`src/rtl/serial_tx_arbiter.sv`:
```
// serial_tx_arbiter: round-robin scheduler that shares one MSB-first
// parallel_to_serial shifter between NREQ requesters. It grants a requester,
// latches its word, sequences the shifter load/enable, acknowledges on done,
// and enforces an inter-frame gap. A shifter watchdog raises err on timeout.
module serial_tx_arbiter #(
    parameter int NREQ  = 4,
    parameter int WIDTH = 8,
    parameter int GAP   = 1
) (
    input  logic                  clk,
    input  logic                  reset_n,
    input  logic [NREQ-1:0]       req,
    input  logic [NREQ*WIDTH-1:0] data_in,
    output logic [NREQ-1:0]       grant,
    output logic [NREQ-1:0]       ack,
    output logic                  err,
    output logic                  busy,
    output logic                  sh_load,
    output logic                  sh_enable,
    output logic [WIDTH-1:0]      sh_data,
    input  logic                  sh_done
);

    localparam int IDX_W = (NREQ > 1) ? $clog2(NREQ) : 1;
    localparam int WD_W  = $clog2(WIDTH + 5);
    localparam int GAP_W = 5;

    // Last SHIFT cycle index before the watchdog gives up (WIDTH+4 cycles total)
    localparam logic [WD_W-1:0]  WD_LAST  = WD_W'(WIDTH + 3);
    localparam logic [GAP_W-1:0] GAP_LAST = GAP_W'(GAP - 1);

    typedef enum logic [2:0] {
        S_IDLE,
        S_LOAD,
        S_SHIFT,
        S_ACK,
        S_GAP
    } state_t;

    state_t             r_state;
    state_t             w_next_state;
    logic [IDX_W-1:0]   r_last_grant;
    logic [IDX_W-1:0]   w_winner;
    logic               w_any;
    logic               w_arb_win;
    logic               w_timeout;
    logic [WD_W-1:0]    r_wdog;
    logic [GAP_W-1:0]   r_gap_cnt;

    // Round-robin pick: search starts one past the last winner and wraps.
    function automatic logic [IDX_W-1:0] f_rr_pick(
        input logic [NREQ-1:0]  req_v,
        input logic [IDX_W-1:0] last
    );
        int   idx;
        logic found;
        f_rr_pick = last;
        found     = 1'b0;
        for (int i = 1; i <= NREQ; i++) begin
            idx = int'(last) + i;
            if (idx >= NREQ) begin
                idx = idx - NREQ;
            end
            if (!found && req_v[idx[IDX_W-1:0]]) begin
                found     = 1'b1;
                f_rr_pick = idx[IDX_W-1:0];
            end
        end
    endfunction

    assign w_any     = |req;
    assign w_winner  = f_rr_pick(req, r_last_grant);
    assign w_timeout = (r_state == S_SHIFT) && !sh_done && (r_wdog == WD_LAST);

    // Control outputs decoded straight from the registered state
    assign busy      = (r_state != S_IDLE);
    assign sh_load   = (r_state == S_LOAD);
    assign sh_enable = (r_state == S_SHIFT);

    // Next-state logic; the edge that closes the gap (or ACK when GAP=0)
    // arbitrates directly so the frame period is WIDTH+3+GAP cycles.
    always_comb begin
        w_next_state = r_state;
        w_arb_win    = 1'b0;
        case (r_state)
            S_IDLE: begin
                if (w_any) begin
                    w_next_state = S_LOAD;
                    w_arb_win    = 1'b1;
                end
            end
            S_LOAD: begin
                w_next_state = S_SHIFT;
            end
            S_SHIFT: begin
                if (sh_done) begin
                    w_next_state = S_ACK;
                end else if (r_wdog == WD_LAST) begin
                    w_next_state = (GAP == 0) ? S_IDLE : S_GAP;
                end
            end
            S_ACK: begin
                if (GAP != 0) begin
                    w_next_state = S_GAP;
                end else if (w_any) begin
                    w_next_state = S_LOAD;
                    w_arb_win    = 1'b1;
                end else begin
                    w_next_state = S_IDLE;
                end
            end
            S_GAP: begin
                if (r_gap_cnt == GAP_LAST) begin
                    if (w_any) begin
                        w_next_state = S_LOAD;
                        w_arb_win    = 1'b1;
                    end else begin
                        w_next_state = S_IDLE;
                    end
                end
            end
            default: begin
                w_next_state = S_IDLE;
            end
        endcase
    end

    // State register
    always_ff @(posedge clk or negedge reset_n) begin
        if (!reset_n) begin
            r_state <= S_IDLE;
        end else begin
            r_state <= w_next_state;
        end
    end

    // Grant, ack and err pulses plus round-robin pointer
    always_ff @(posedge clk or negedge reset_n) begin
        if (!reset_n) begin
            grant        <= '0;
            ack          <= '0;
            err          <= 1'b0;
            r_last_grant <= IDX_W'(NREQ - 1);
        end else begin
            ack <= '0;
            err <= w_timeout;
            if (w_arb_win) begin
                grant        <= {{(NREQ-1){1'b0}}, 1'b1} << w_winner;
                r_last_grant <= w_winner;
            end else if (w_timeout || (r_state == S_ACK)) begin
                grant <= '0;
            end
            if ((r_state == S_SHIFT) && sh_done) begin
                ack <= grant;
            end
        end
    end

    // Word latch: captured only on the grant edge, later data_in is ignored
    always_ff @(posedge clk or negedge reset_n) begin
        if (!reset_n) begin
            sh_data <= '0;
        end else if (w_arb_win) begin
            sh_data <= data_in[int'(w_winner)*WIDTH +: WIDTH];
        end
    end

    // Watchdog and gap counters, cleared whenever their state is left
    always_ff @(posedge clk or negedge reset_n) begin
        if (!reset_n) begin
            r_wdog    <= '0;
            r_gap_cnt <= '0;
        end else begin
            r_wdog    <= (r_state == S_SHIFT) ? r_wdog + 1'b1 : '0;
            r_gap_cnt <= (r_state == S_GAP) ? r_gap_cnt + 1'b1 : '0;
        end
    end

endmodule
```
`config.mk`:
```
export PLATFORM = sky130hd
export DESIGN_NAME = serial_tx_arbiter
export DESIGN_NICKNAME = d
export VERILOG_FILES = /design/src/rtl/serial_tx_arbiter.sv
export SDC_FILE = /design/constraint.sdc
export NUM_CORES = 1
export LEC_CHECK = 0
export BUFFER_PORTS_ARGS = -buffer_cell sky130_fd_sc_hd__buf_4
export CORE_MARGIN = 2
export CORE_UTILIZATION = 49
export DETAILED_ROUTE_END_ITERATION = 7
export PLACE_DENSITY = 0.79
export SYNTH_ARGS = -nofsm -noshare
export SYNTH_HDL_FRONTEND = slang
export SYNTH_SLANG_ARGS = --single-unit
```
`constraint.sdc`:
```
create_clock -name clk -period 1.8 [get_ports clk]
set_input_delay 0.54 -clock clk [delete_from_list [all_inputs] [get_ports clk]]
set_output_delay 0.54 -clock clk [all_outputs]
set_load 0.05 [all_outputs]
```
; Word level (Yosys, flattened, before mapping)
; Index checks and enable logic that the tools add are counted.
; Widths: inputs -> output; s select.
[word_totals]
elab_cells = 86
reg_bits = 31
out_inout_bits = 20
in_bits = 39
[op_classes]
n_eq_ne = 8
n_reduce_logical = 17
magnitude_cmp = 8
n_addsub = 10
shifts = 2
n_mux = 33
[op_table]
columns = cell, count
row1 = $shiftx 32x6->8, 1
row2 = $mux 2, 8
row3 = $mux 4, 4
row4 = $pmux 3 s5, 1
row5 = $lt 2x3->1 const B, 4
row6 = $mux 3, 4
row7 = $mux 1, 10
row8 = $ge 3x3->1 const B, 3
row9 = $bmux 1 s2, 4
row10 = $sub 2x1->2 const B, 4
row11 = $add 2x2->3 const B, 2
row12 = $eq 3x2->1 const B, 2
row13 = $logic_and 1x1->1, 6
row14 = $add 5x1->5 const B, 1
row15 = $logic_not 5->1, 1
row16 = $mux 5, 1
row17 = $add 2x3->4 const B, 1
row18 = $add 4x1->4 const B, 1
row19 = $eq 4x4->1 const B, 1
row20 = $ge 4x3->1 const B, 1
row21 = $logic_not 1->1, 4
row22 = $ne 2x2->1 const B, 2
row23 = $reduce_or 4->1, 1
row24 = $shl 1x2->4 const A, 1
row25 = 10 further kinds, 10

; Longest topological paths before layout
[depth]
depth_word = 17
mapped_depth = 8
depth_no_buf = 7

; Worst setup path after synthesis
; OpenSTA, ideal clock, no wires.
[synth_timing]
path_kind = register to output
start = reg r_state[0]
end = out sh_load
slack_ps = -331
required_ps = 1260
path_stages_with_launch = 3
n_path_buf = 0
arrival_time_ps = 1591
cell_sequence = dfrtp_1 inv_1 nor3_1
[synth_between]
elab_chain_len = 1
[synth_rtl]
columns = item, line_no
row1 = "start, declared", 40  ; state_t r_state;
row2 = "start signal, assigned", 133  ; r_state <= w_next_state;
row3 = $eq 3x1->1, 77  ; assign sh_load = (r_state == S_LOAD);
row4 = "end, declared", 18  ; output logic sh_load,
; No other way between the ends.

; Worst setup path in the final report
[layout_timing]
start = reg r_state[2]
end = out busy
[layout_between]
elab_chain_len = 1
[layout_rtl]
columns = item, line_no
row1 = $reduce_bool 3->1, 76  ; assign busy = (r_state != S_IDLE);
row2 = "end, declared", 17  ; output logic busy,
; No other way between the ends.

==> impl_summary.md <==
Status
The run finished, with violations left. The final reports fail on setup timing.

CTS
Counting along the longest clock path gives a buffer depth of 2. The clock-pin slew reported for the worst setup and hold paths after clock tree synthesis is 0.10 ns. The total of hold buffers inserted after clock tree synthesis is 0.

In this run, CTS created clock tree buffers numbering 5. At the later pin of the worst-skew pair, clock insertion delay measures 0.33 ns. The clock tree from TritonCTS is yes. The tree is rooted in a sky130_fd_sc_hd__clkbuf_4. The clock drives 31 sinks. The H-tree generated during clock tree synthesis spans 2 levels.

STA
The share of the clock period used by the worst path is 103%. The final clock skew is 0.00660 ns. The maximum operating frequency is 537 MHz. The number of max-slew violations in the final report is 0. The worst hold margin is 0.115 ns. The accumulated negative setup slack is -0.0704 ns. The number of hold violations in the final report was 0. The routed design could run at a clock period as short as 1.86 ns.

The worst slew margin relative to its limit is 71.9%. Setup repair after global routing could not meet its margin everywhere. Setup violations remaining at the end of the flow were counted as 2. Once routing completed, OpenROAD measured the worst setup slack at -0.0616 ns.

The actual transition at the worst max-transition pin is 0.421 ns.

Route
In the routed layout, each cell is associated on average with a via count of 5.47. For this run, design rule violations remaining after detail routing come to 0. In this run the remaining antenna-violating nets after routing total 0. The wire length per cell after detailed routing is 15.1 um. The detailed router finished its first iteration with 68 violations.

The post-detailed-routing wire length is 4290 um. The number of iterations in the first detailed-routing pass is 4. The routed layout has 1559 vias.

Synthesis
Counting flops and latches in the post-synthesis netlist gives 31. The per-instance average area after synthesis is 10.7 um2. The largest area contributor in the synthesized netlist is sky130_fd_sc_hd__dfrtp_1. The synthesized cell area is 1660 um2.

The area share of the largest cell type after synthesis is 43.7%. The most instantiated flip-flop cell in the synthesis netlist is sky130_fd_sc_hd__dfrtp_1. In the synthesized netlist, the number of instances is 156. The post-synth net total is 198. In the synthesized netlist the async set-or-reset flop fraction comes to 100%. The number of library cell types mapped by synthesis is 43. During synthesis, Yosys emitted a total of 0 warnings.

Sorting the synthesized cells by area gives the leading types as sky130_fd_sc_hd__dfrtp_1 (44%), sky130_fd_sc_hd__o21a_1 (6.8%), sky130_fd_sc_hd__a211oi_1 (6.3%), sky130_fd_sc_hd__dfstp_2 (3.2%), sky130_fd_sc_hd__o31ai_1 (3.2%). The synthesized design contains 0 enable-type register cells. Of the synthesized area, sequential elements account for 46.8%.

Worst setup path
The largest fanout on the critical path is 5. In this run the register-to-register setup slack is 0.06 ns. For the worst setup path, the data arrival time is 1.32 ns. The kind of end point of the critical path is a primary output.

STA classifies the critical path startpoint as a flop. The critical path class is flop to primary output. The required time reported for the critical path endpoint is 1.26 ns.

Placed design
The HPWL after detailed placement is 3160 um. At the placement stage, the worst setup path has a slack of -0.160 ns. The total instance count after detailed placement is 269. The congestion estimate from routability-driven global placement came to 0.786. The count of buffers inserted at the top-level ports is 58.

GRT
The number of global-route vias before repair is 1602. Global routing used 22.6% of the available tracks. The global-route wire length before repair is 7020 um. Entering global routing, the biggest net connects 32 pins. The total overflow left after global routing is 0. The number of antenna violations at the first check in global routing is 0.

Floorplan
The die outline height is 62.2 um. During I/O placement, the number of pins put on the boundary was 59. Row generation in the floorplan step produced 21 rows. Once the floorplan was initialized, standard cells occupied 50.6% of the core. The floorplan step defined a die boundary enclosing 3870 um2. The core box area is 3280 um2. The die is 62.2 um wide.

Finish
The number of standard cells in the final layout excluding fillers is 285. The count of inserted antenna diode cells is 0. The area growth from synthesis to layout is 48.4%. Cells with a size suffix above 1 make up 47.3% of the layout.

The total number of nets in the final design is 280.

Power and ir drop
The power per cell area is 1770 nW/um2. IR analysis of the VDD net gives a maximum drop of 0.953 mV. The total chip power is 4.36 mW.

The standby leakage power is 1.20 nW.

Job
The max-capacitance violation count is 0.

Worst hold path
The worst hold path class is input port to async pin.
==> Yosys cell counts, types with 2 or more instances <==
cell type	count
sky130_fd_sc_hd__nand2b_1	2
sky130_fd_sc_hd__and3_1	5
sky130_fd_sc_hd__nor3_1	2
sky130_fd_sc_hd__o31ai_1	7
sky130_fd_sc_hd__nand2_1	12
sky130_fd_sc_hd__o21a_1	15
sky130_fd_sc_hd__xnor2_1	2
sky130_fd_sc_hd__o21ai_0	3
sky130_fd_sc_hd__dfstp_2	2
sky130_fd_sc_hd__and2_1	2
sky130_fd_sc_hd__ha_1	3
sky130_fd_sc_hd__a211oi_1	14
sky130_fd_sc_hd__buf_6	4
sky130_fd_sc_hd__a22o_1	5
sky130_fd_sc_hd__dfrtp_1	29
sky130_fd_sc_hd__nand3_1	3
sky130_fd_sc_hd__a211oi_2	2
sky130_fd_sc_hd__buf_2	2
sky130_fd_sc_hd__xor2_1	3
sky130_fd_sc_hd__inv_1	7
sky130_fd_sc_hd__nor2_1	10
==> metrics by stage <==
stage	cell area, um2	utilization, %
2_1_floorplan	1670	-
3_3_place_gp	2250	68.4
3_5_place_dp	2250	68.4
4_1_cts	2370	72.2
5_1_grt	2470	75.1
6_report	2470	75.1
==> logic make-up (layout without fill, tap and decap cells) <==
group,count (synthesis),in the layout,synth area share [%]
AO/OA/AOI/OAI,59,59,29.1
XOR/XNOR,5,5,2.64
adder cells (fa/ha/maj),3,3,2.26
buffers and inverters,15,98,5.57
flip-flops,31,31,46.8
AND/OR/NAND/NOR,43,43,13.6
==> worst max-delay path, stage by stage (launching register included) <==
cell,delay [ns]
sky130_fd_sc_hd__dfrtp_2,0.46
sky130_fd_sc_hd__or3_4,0.38
sky130_fd_sc_hd__buf_6,0.16
==> flip-flops by register name (all words and copies together), names as in the netlist <==
| name | count |
|---|---|
| r_wdog | 4 |
| r_gap_cnt | 5 |
| ack | 4 |
| r_state | 3 |
| sh_data | 8 |
| r_last_grant | 2 |
| err | 1 |
| grant | 4 |
==> placed cells by master, fill, tap and decap left out, drive strengths merged, types with 2 or more instances in the layout <==
master and instances:
buf 83, xnor2 2, nand2 12, nor3 2, o21a 16, inv 7, a211oi 16, dfrtp 29
xor2 3, a21oi 2, nand2b 3, dfstp 2, nor2 11, a22o 5, ha 3, nand3 3
and2 2, o31ai 8, o21ai 3, and3 5, clkbuf 6
==> timing repair <==
item | CTS | global route
cloned | 0 | 0
resized for setup | 7 | 11
setup endpoints to repair | 9 | 13
setup buffers | 3 | 6
pin swaps | 1 | 3
==> power by group <==
group	switching, mW	total [mW]	internal (mW)
Clock	0.249	0.577	0.328
Combinational	1.54	2.66	1.12
Sequential	0.188	1.12	0.934
Total	1.98	4.36	2.38
==> metal layers <==
layer  wire length (um)  global-route usage (%)  share of wire [%]
met5                  0                       0                  0
met4                 87                    9.44                2.0
met3                242                    6.16                5.6
met2               2200                    39.3                 51
met1               1760                    26.4                 41
==> final timing paths <==
| kind | startpoint | endpoint | cells after the start |
|---|---|---|---|
| hold reg to reg | r_wdog[0] | r_wdog[0] | 1 |
| setup reg to reg | r_state[0] | grant[1] | 6 |
| max in group asynchronous | reset_n | r_last_grant[0] | 1 |
| min in group clk | r_wdog[0] | r_wdog[0] | 1 |
| setup / recovery | r_state[2] | busy | 2 |
| hold / removal | reset_n | r_wdog[2] | 1 |
==> final cells by class <==
type,count,area (um2)
timing repair buffer,83,664
clock inverter,2,35.0
fill,235,818
sequential,31,782
clock buffer,6,51.3
tap,46,57.6
multi-input combinational,110,850
inverter,7,26.3
Power figures use the tool's default switching activity.
